`src/rtl/rr_unpacker.sv`:
```
// Record unpacker: accepts up to NWORDS packed words per record and replays them one word
// per beat on a registered valid/ready stream, flagging the final word of each record.
module rr_unpacker #(
  parameter int unsigned DATA_WIDTH = 32,
  parameter int unsigned NWORDS     = 4,
  parameter int unsigned LEN_WIDTH  = $clog2(NWORDS + 1)
) (
  input  logic                         clk,
  input  logic                         rstn,
  input  logic                         in_valid,
  input  logic [NWORDS*DATA_WIDTH-1:0] in_data,
  input  logic [LEN_WIDTH-1:0]         in_len,
  output logic                         in_ready,
  output logic                         out_valid,
  output logic [DATA_WIDTH-1:0]        out_data,
  output logic                         out_last,
  input  logic                         out_ready,
  output logic                         err_len
);

  // Keep at least one hold slot so NWORDS == 1 still elaborates.
  localparam int unsigned HoldWords = (NWORDS > 1) ? NWORDS - 1 : 1;
  localparam logic [LEN_WIDTH:0] NwordsWide = (LEN_WIDTH + 1)'(NWORDS);

  logic [HoldWords-1:0][DATA_WIDTH-1:0] hold_q, hold_d;
  logic [DATA_WIDTH-1:0]                data_q, data_d;
  logic [LEN_WIDTH-1:0]                 rem_q, rem_d;
  logic                                 valid_q, valid_d;
  logic                                 last_q, last_d;
  logic                                 err_q, err_d;

  logic                 insert, remove, drain, len_over;
  logic [LEN_WIDTH-1:0] len_eff;

  assign remove   = valid_q && out_ready;
  assign drain    = remove && last_q;
  assign in_ready = rstn && (!valid_q || drain);
  assign insert   = in_valid && in_ready;
  assign len_over = {1'b0, in_len} > NwordsWide;
  assign len_eff  = len_over ? NwordsWide[LEN_WIDTH-1:0] : in_len;

  always_comb begin
    hold_d  = hold_q;
    data_d  = data_q;
    rem_d   = rem_q;
    valid_d = valid_q;
    last_d  = last_q;
    err_d   = 1'b0;

    if (remove && !last_q) begin
      data_d = hold_q[0];
      for (int i = 0; i < int'(HoldWords) - 1; i++) begin
        hold_d[i] = hold_q[i+1];
      end
      hold_d[HoldWords-1] = '0;
      rem_d  = rem_q - 1'b1;
      last_d = (rem_q == LEN_WIDTH'(1));
    end

    if (drain) begin
      valid_d = 1'b0;
      last_d  = 1'b0;
    end

    // A new record overrides the drain result so back-to-back records leave no bubble.
    if (insert) begin
      err_d = len_over;
      if (len_eff != '0) begin
        data_d = in_data[DATA_WIDTH-1:0];
        for (int i = 0; i < int'(HoldWords); i++) begin
          if (i + 1 < int'(NWORDS)) begin
            hold_d[i] = in_data[(i+1)*DATA_WIDTH +: DATA_WIDTH];
          end else begin
            hold_d[i] = '0;
          end
        end
        rem_d   = len_eff - 1'b1;
        last_d  = (len_eff == LEN_WIDTH'(1));
        valid_d = 1'b1;
      end
    end
  end

  always_ff @(posedge clk) begin
    if (!rstn) begin
      hold_q  <= '0;
      data_q  <= '0;
      rem_q   <= '0;
      valid_q <= 1'b0;
      last_q  <= 1'b0;
      err_q   <= 1'b0;
    end else begin
      hold_q  <= hold_d;
      data_q  <= data_d;
      rem_q   <= rem_d;
      valid_q <= valid_d;
      last_q  <= last_d;
      err_q   <= err_d;
    end
  end

  assign out_valid = valid_q;
  assign out_data  = data_q;
  assign out_last  = last_q;
  assign err_len   = err_q;

endmodule

```
`config.mk`:
```
export PLATFORM = sky130hd
export DESIGN_NAME = rr_unpacker
export DESIGN_NICKNAME = d
export VERILOG_FILES = /design/src/rtl/rr_unpacker.sv
export SDC_FILE = /design/constraint.sdc
export NUM_CORES = 1
export LEC_CHECK = 0
export ABC_AREA = 1
export CORE_UTILIZATION = 50
export CTS_CLUSTER_DIAMETER = 120
export DETAILED_ROUTE_END_ITERATION = 8
export GPL_TIMING_DRIVEN = 0
export PLACE_DENSITY = 0.81
export SLEW_MARGIN = 5
export SYNTH_ARGS = -nofsm -noshare
export SYNTH_HDL_FRONTEND = slang
export SYNTH_SLANG_ARGS = --single-unit
```
`constraint.sdc`:
```
create_clock -name clk -period 2.8 [get_ports clk]
set_input_delay 0.84 -clock clk [delete_from_list [all_inputs] [get_ports clk]]
set_output_delay 0.84 -clock clk [all_outputs]
set_load 0.005 [all_outputs]
```
* After elaboration in Yosys (flattened, before gate mapping)
Cells that the tools add are included.
** Cells by class
- $add $sub $neg :: 2
- Magnitude comparators :: 1
- Equality and inequality tests :: 2
- Muxes and demuxes :: 17
- Reductions and logical operators :: 10
** Operators by type and width (number)
- $mux 96 :: 3
- $mux 32 :: 3
- $mux 3 :: 4
- $mux 1 :: 7
- $eq 3x1->1 const B :: 2
- $sub 3x1->3 const B :: 2
- $logic_and 1x1->1 :: 5
- $gt 3x3->1 const B :: 1
- $reduce_bool 3->1 :: 1
- $logic_not 1->1 :: 2
- $reduce_and 2->1 :: 1
- $logic_or 1x1->1 :: 1
** Storage, ports and cells
- Register bits after elaboration :: 134
- Bits of input ports :: 135
- Output and inout port bits :: 36
- Word-level logic and storage cells :: 40

* Logic depth before layout (Yosys ltp)
Gate-level depths: netlist of the first run.
- Depth after elaboration :: 6
- Depth in mapped cells :: 10
- Gate-level depth less buffers :: 9

* Worst setup path before layout of the first run
No wires, ideal clock.
- Kind :: input-to-reg
- Start point :: in in_len[0]
- End point :: reg hold_q[37] (netlist name)
- Library setup time :: 0.113 ns
- Arrival time :: 2.232 ns
- Data required time :: 2.687 ns
- Slack :: 0.455 ns
- Stages :: 9
- Buffers on the path :: 2
- Path through :: o21ai_0 -> nand2_1 -> ha_1 -> nand2_2 -> nand4_2 -> buf_4 -> buf_2 -> nor2_1 -> nor2_1
** Between the ends
- Word-level cells in the longest chain between the ends :: 5
** Ends and longest elaborated chain
- start, declared :: line 12 : input logic [LEN_WIDTH-1:0] in_len,
- $gt 3x3->1 :: line 39 : assign len_over = {1'b0, in_len} > NwordsWide;
- $mux 3 * :: line 40 : assign len_eff = len_over ? NwordsWide[LEN_WIDTH-1:0] : in_len;
- $reduce_bool 3->1 * :: line 68 : if (len_eff != '0) begin
- $mux 96 * :: line 68
- $mux 96 * :: line 66 : if (insert) begin
- end signal, assigned :: line 93 : hold_q <= hold_d;
- end, declared :: line 25 : logic [HoldWords-1:0][DATA_WIDTH-1:0] hold_q, hold_d;
Mark *: on every way between the ends. The rest lies on a longest branch, timed or not.
A chain may end at the register's enable or synchronous reset.

* Final worst setup path of the first run
- Start point :: in out_ready
- End point :: out in_ready
** Between the ends
- Word-level cells in the longest chain between the ends :: 4
** Ends and longest elaborated chain
- start, declared :: line 17 : input logic out_ready,
- $logic_and 1x1->1 :: line 35 : assign remove = valid_q && out_ready;
- $logic_and 1x1->1 :: line 36 : assign drain = remove && last_q;
- $logic_or 1x1->1 :: line 37 : assign in_ready = rstn && (!valid_q || drain);
- $logic_and 1x1->1 :: line 37
- end, declared :: line 13 : output logic in_ready,
Every way passes these cells.

==> results of run 1 <==
-- report_power, final --
part / leakage, nW / switching (mW) / internal (mW)
clock: 0.257 / 0.782 / 1.18
combinational: 3.58 / 0.479 / 0.458
sequential: 1.10 / 0.0823 / 2.05
-- final cells by class --
cell class / instances / area [um^2] / area share, %
buffer: 67 / 378 / 4.03
clock buffer: 25 / 485 / 5.18
clock inverter: 5 / 25.0 / 0.267
inverter: 120 / 450 / 4.81
multi-input combinational: 882 / 3440 / 36.7
sequential: 134 / 2680 / 28.6
tap: 176 / 220 / 2.35
timing repair buffer: 169 / 1690 / 18.0
-- cells by family (layout without fill, tap and decap cells) --
| kind of cell | after synthesis | after routing | synth area share (%) |
|---|---|---|---|
| XOR/XNOR | 1 | 1 | 0.126 |
| adder cells (fa/ha/maj) | 5 | 5 | 0.901 |
| buffers and inverters | 187 | 386 | 11.9 |
| flip-flops | 134 | 134 | 38.6 |
| AND/OR/NAND/NOR | 846 | 846 | 46.2 |
| AO/OA/AOI/OAI | 30 | 30 | 2.27 |
-- cells in the final DEF (no fill, tap or decap), types with 5 or more instances in the layout --
cell type,n
inv_1,120
dfxtp_1,134
buf_6,9
a21oi_1,10
clkbuf_16,17
nor2_1,255
clkdlybuf4s50_1,168
clkbuf_1,24
ha_1,5
buf_2,35
o21ai_0,16
clkinv_2,5
nand3_1,11
nand2_1,576
-- sequential cells by signal (all words and copies together), names as in the netlist --
name / flops
out_data: 32
out_valid: 1
rem_q: 3
err_len: 1
out_last: 1
hold_q: 96
-- how the worst max path moves through the flow --
stage / from / end / slack [ns] / cells past startpoint
floorplan: in_len[0] / hold_q[37] / 0.45 / 9
global placement: in_len[0] / hold_q[30] / -0.29 / 10
detailed placement: in_len[0] / hold_q[30] / -0.35 / 10
CTS: in_len[0] / hold_q[30] / 0.07 / 10
global route: out_ready / in_ready / 0.01 / 4
finish: out_ready / in_ready / 0.07 / 4
-- critical path: cells and delay by family --
family | cells | cell delay [ns]
buffers and inverters | 2 | 0.78
and+or+nand+nor | 1 | 0.16
AOI/OAI and AO/OA | 1 | 0.10
-- metrics by stage --
step | hold WS, ns | instance area [um^2] | std cells | TNS [ns] | total power, mW
final | 0.532 | 9370 | 1578 | 0 | 5.04
after floorplan | 0.503 | 6950 | 1203 | 0 | 2.68
after global placement | 0.515 | 8860 | 1548 | -26.39 | 3.08
after global routing | 0.563 | 9370 | 1578 | 0 | 5.28
after detailed placement | 0.518 | 8860 | 1548 | -35.07 | 3.10
after CTS | 0.529 | 9370 | 1578 | 0 | 5.04
-- per-layer routing --
metal  routed length, um  track usage, %  vias up
met3                1510            7.60       46
met4                 624            12.7        0
met2                9020            46.9      270
li1                    -               -     3884
met5                   0               0        -
met1                8910            36.2     3084
-- what timing repair did --
item	in CTS	in global routing
resized for setup	2	3
hold buffers	0	0
setup buffers	0	0
pin swaps	1	0
setup endpoints to repair	1	125
==> results by group, run 1 <==
Global route
  – Initial antenna violation count: 0
  – Total global-route track usage: 29.0%
  – Largest net degree at the start of global routing: 17
  – Global-route wire length before repair: 32100 um
  – Global route overflow: 0
  – Vias in the first global route: 6711

CTS
  – CTS tree: done
  – CTS HTree Levels: 4
  – Skew-Pair Late Insertion Delay: 0.42 ns
  – Clock Tree Root: clkbuf_16
  – Clock Pin Slew Worst Setup and Hold Paths: 0.05 ns
  – Clock buffer depth: 2
  – CTS buffer count: 17
  – CTS sink count: 134

Floorplan
  – Initial Utilization: 51.8%
  – Chip width: 120 um
  – Die Y: 120 um
  – Rows: 42
  – Core area: 13400 um^2
  – I/O pin total: 171
  – Die footprint: 14400 um^2

Placed design
  – Post-Place Worst Slack: -0.353 ns
  – Dpl hpwl: 15100 um
  – Routability-driven placement congestion ratio: 0.871
  – IO Port Bufs: 169

Synthesis
  – Synth top area cells: dfxtp_1 (39%), nand2_1 (31%), nor2_1 (14%), inv_1 (6.5%), buf_2 (2.6%)
  – Cell area after synthesis: 6950 um^2
  – Seq cells post-synth: 134
  – Synth cell types: 19
  – FFs w/ async S/R, synth: 0%
  – Syn Inst Count: 1203
  – Number of synthesized flops with an enable pin: 0
  – Register area share after synthesis: 38.6%
  – Avg Cell Area, Syn: 5.77 um^2
  – Yosys Warn Count: 0
  – Leading area contributor after synthesis: dfxtp_1
  – Syn nets: 1343
  – Most frequent cells after synthesis: nand2_1 (576), nor2_1 (255), dfxtp_1 (134), inv_1 (120), buf_2 (36)
  – Dominant synthesized flop cell: dfxtp_1
  – Yosys top cell area share: 38.6%
  – Most frequent cell after synthesis: nand2_1

Routing
  – DRC viols: 0
  – 1st-pass router iterations: 5
  – Vias per Instance: 4.62
  – ANT nets after route: 0
  – Total Wirelength: 20100 um
  – Via count: 7284
  – DR WL/cell: 12.7 um
  – DRT iter0 DRCs: 544

Worst setup path
  – Worst R2R Path Depth: 9
  – Slowest Stage Delay on Critical Path: 0.52 ns
  – Worst r2r src: out_valid
  – CP startpoint kind: primary input
  – CP max-delay cell: clkdlybuf4s50_1
  – Reg-to-reg setup timing slack: 0.84 ns
  – Worst Path Max Fanout: 4
  – Worst Setup Path Type: primary input to output port
  – RR Endpoint: rem_q[2]
  – Ordered cell list for the critical path: dlygate4sd2_1 -> a21boi_1 -> nor2_1 -> clkdlybuf4s50_1
  – Worst setup EP type: output port
  – CP required: 1.96 ns
  – Critical Path AT: 1.89 ns

Layout
  – Net count reported at finish: 1531
  – Diode count: 0
  – Fin util: 70.0%
  – Area Overhead vs Synth: 34.9%
  – Fillers: 1241
  – Fraction of layout cells with a size suffix above 1: 5.56%

STA
  – Period utilization: 97.6%
  – Fmax: 366 MHz
  – Hold Fails Final Rpt: 0
  – RSZ-0062 raised after global routing: false
  – Tightest Pin Transition: 0.802 ns
  – Skew final: 0.00484 ns
  – Max_slew headroom: 46.6%
  – Final Critical Period: 2.73 ns
  – Final slew viol count: 0
  – # setup viols final: 0
  – Fin worst setup slack: 0.0682 ns

Pwr
  – Lkg Pwr: 4.93 nW
  – Max IR drop VDD: 0.420 mV
  – Total power divided by cell area: 537 nW/um^2

Hold path
  – Hold Path Sink: hold_q[95]
  – Hold Path Depth: 4
  – Worst hold path type: flop to flop
  – Hold Crit Start: hold_q[95]

Job
  – MaxCap Viol Count: 0

Outcome
  – Status: finished, final reports clean
No activity file was read; power rests on OpenSTA's default activity.
==> run 2, diff against run 1 <==
--- a/config.mk
+++ b/config.mk
@@ -11,6 +11,7 @@
 export DETAILED_ROUTE_END_ITERATION = 8
 export GPL_TIMING_DRIVEN = 0
 export PLACE_DENSITY = 0.81
+export SKIP_LAST_GASP = 1
 export SLEW_MARGIN = 5
 export SYNTH_ARGS = -nofsm -noshare
 export SYNTH_HDL_FRONTEND = slang
==> results of run 2 <==
Final layout, timing and power as in run 1 (identical DEF).
==> run 3, diff against run 2 <==
--- a/config.mk
+++ b/config.mk
@@ -11,8 +11,10 @@
 export DETAILED_ROUTE_END_ITERATION = 8
 export GPL_TIMING_DRIVEN = 0
 export PLACE_DENSITY = 0.81
+export SETUP_SLACK_MARGIN = 0.15
 export SKIP_LAST_GASP = 1
 export SLEW_MARGIN = 5
 export SYNTH_ARGS = -nofsm -noshare
 export SYNTH_HDL_FRONTEND = slang
 export SYNTH_SLANG_ARGS = --single-unit
+export TNS_END_PERCENT = 10
==> run 3 against run 2 <==
Compared with the run above:
- routed wire length grew 0.35%
- final cell count did not move
- worst hold slack about the same
- clock skew increased by 0.00059 ns
- cell area up 0.21%
- core utilization up 0.15 points
- via count is essentially flat
- clock-buffer cell count unchanged
- global-route usage did not move
- sequential cell count stayed put
- critical endpoint is now hold_q[28]
- highest routed layer unchanged
==> results by group, run 3 (synthesis results as in run 1) <==
STA
  – Hold slack final: 0.531 ns (was 0.532 ns)
  – Hold Fails Final Rpt: 0 (unchanged)
  – # setup viols final: 0 (unchanged)
  – Skew final: 0.00543 ns (was 0.00484 ns)
  – Period utilization: 88.7% (was 97.6%)
  – Final slew viol count: 0 (unchanged)
  – RSZ-0062 raised after global routing: false (unchanged)
  – Tightest Pin Transition: 0.787 ns (was 0.802 ns)
  – Fmax: 403 MHz (was 366 MHz)
  – Final Critical Period: 2.48 ns (was 2.73 ns)
  – Setup TNS: 0 ns (unchanged)
  – Max_slew headroom: 47.5% (was 46.6%)

Pwr
  – Lkg Pwr: 4.95 nW (was 4.93 nW)
  – Combinational group share of total power: 18.7% (was 18.6%)
  – Net Sw Frac: 26.7% (about the same)
  – Total power divided by cell area: 537 nW/um^2 (about the same)
  – Max IR drop VDD: 0.418 mV (was 0.420 mV)
  – Power Internal: 3.69 mW (about the same)
  – Sequential group share of total power: 42.4% (about the same)
  – NetSw: 1.35 mW (was 1.34 mW)
  – Clock power frac: 39.0% (about the same)

Routing
  – DR WL/cell: 12.8 um (was 12.7 um)
  – DRT iter0 DRCs: 517 (was 544)
  – ANT nets after route: 0 (unchanged)
  – Total Wirelength: 20100 um (about the same)
  – DRC viols: 0 (unchanged)
  – 1st-pass router iterations: 5 (unchanged)
  – Vias per Instance: 4.61 (was 4.62)
  – Via count: 7282 (was 7284)

CTS
  – CTS Hold Buffers Added: 0 (unchanged)
  – Clock buffer depth: 2 (unchanged)
  – Clock Pin Slew Worst Setup and Hold Paths: 0.05 ns (about the same)
  – Clock Tree Root: clkbuf_16 (unchanged)
  – CTS sink count: 134 (unchanged)
  – CTS HTree Levels: 4 (unchanged)
  – CTS tree: done (unchanged)
  – CTS buffer count: 17 (unchanged)
  – Skew-Pair Late Insertion Delay: 0.42 ns (about the same)
  – Postcts setup bufs: 0 (unchanged)

Layout
  – Fin util: 70.1% (was 70.0%)
  – Multi-input logic area: 3460 um^2 (was 3440 um^2)
  – Reg with most FFs: hold_q (unchanged)
  – Commonest cells after routing, fill and taps aside: nand2_1 (576), nor2_1 (255), clkdlybuf4s50_1 (167) (was nand2_1 (576), nor2_1 (255), clkdlybuf4s50_1 (168))
  – Fraction of layout cells with a size suffix above 1: 5.56% (unchanged)
  – FF/Latch Area: 2680 um^2 (unchanged)
  – Largest register FFs: 96 (unchanged)
  – Area Overhead vs Synth: 35.2% (was 34.9%)
  – Commonest non-fill, non-tap cell in the layout: nand2_1 (unchanged)
  – Diode count: 0 (unchanged)
  – Fillers: 1236 (was 1241)
  – Net count reported at finish: 1531 (unchanged)

Job
  – MaxCap Viol Count: 0 (unchanged)

Floorplan
  – Die Y: 120 um (unchanged)
  – I/O pin total: 171 (unchanged)
  – Initial Utilization: 51.8% (unchanged)
  – Core area: 13400 um^2 (unchanged)
  – Rows: 42 (unchanged)
  – Chip width: 120 um (unchanged)
  – Die footprint: 14400 um^2 (unchanged)

Global route
  – Initial antenna violation count: 0 (unchanged)
  – Vias in the first global route: 6711 (unchanged)
  – Global route overflow: 0 (unchanged)
  – Total global-route track usage: 29.0% (unchanged)
  – Global-route wire length before repair: 32100 um (unchanged)
  – Largest net degree at the start of global routing: 17 (unchanged)

Placed design
  – IO Port Bufs: 169 (unchanged)
  – Dpl hpwl: 15100 um (unchanged)
  – Routability-driven placement congestion ratio: 0.871 (unchanged)

Worst setup path
  – Worst Path Max Fanout: 10 (was 4)
  – Critical Path AT: 2.83 ns (was 1.89 ns)
  – Worst Setup Path Type: primary input to flop (was primary input to output port)
  – CP startpoint kind: primary input (unchanged)
  – Worst setup EP type: flop (was output port)
  – CP required: 3.15 ns (was 1.96 ns)

Outcome
  – Status: finished, final reports clean (unchanged)

Hold path
  – Worst hold path type: flop to flop (unchanged)
run 3: repair_timing:
item                                    in CTS  in global routing
pin swaps                                    1                  1
endpoints found under the setup margin      93                126
gates resized for setup                      3                  7
cloned                                       0                  0
run 3: stage by stage:
step	instance area [um^2]	instances	total power [mW]	setup slack, ns
2_1_floorplan	6950	1203	2.68	0.455
3_3_place_gp	8860	1548	3.08	-0.292
3_5_place_dp	8860	1548	3.10	-0.353
4_1_cts	9370	1578	5.04	0.0779
5_1_grt	9390	1578	5.28	0.153
6_report	9390	1578	5.04	0.316
run 3: power groups by stage:
stage	clock network [mW]	logic [mW]	registers [mW]
floorplan	0	0.526	2.15
global placement	0	0.908	2.17
finish	1.96	0.942	2.14
detailed placement	0	0.926	2.17
CTS	1.97	0.937	2.13
global route	2.07	1.07	2.15
run 3: routing by layer:
| layer | up-vias | routed length (um) | GRT usage (%) |
|---|---|---|---|
| met2 | 254 | 9000 | 46.9 |
| met5 | - | 0 | 0 |
| met1 | 3101 | 9020 | 36.2 |
| met3 | 46 | 1490 | 7.60 |
| met4 | 0 | 625 | 12.7 |
| li1 | 3881 | - | - |
run 3: area by class of cell:
| class | instances | area share, % |
|---|---|---|
| multi-input cells | 882 | 36.8 |
| clock buffers | 25 | 5.17 |
| inverters | 120 | 4.79 |
| well taps | 176 | 2.34 |
| repair buffers | 169 | 18.0 |
| plain buffers | 67 | 4.06 |
| clock inverters | 5 | 0.266 |
| flip-flops and latches | 134 | 28.6 |
run 3: worst paths after layout:
check                                   to  startpoint  depth (start not counted)  slack, ns
worst min register to register  hold_q[95]  hold_q[95]                          4       0.53
worst max register to register    rem_q[2]   out_valid                          9       0.84
worst max-delay path            hold_q[28]   in_len[0]                         11       0.32
worst min-delay path            hold_q[95]  hold_q[95]                          4       0.53
run 3: worst max-delay path, cell delays in order:
cell and delay (ns):
clkdlybuf4s50_1 0.43, o21ai_2 0.18, nand2_1 0.12, ha_1 0.25
nand2_4 0.14, nand4_4 0.16, buf_4 0.24, buf_6 0.16
nand2_1 0.08, nand2_1 0.09, nor2_1 0.13
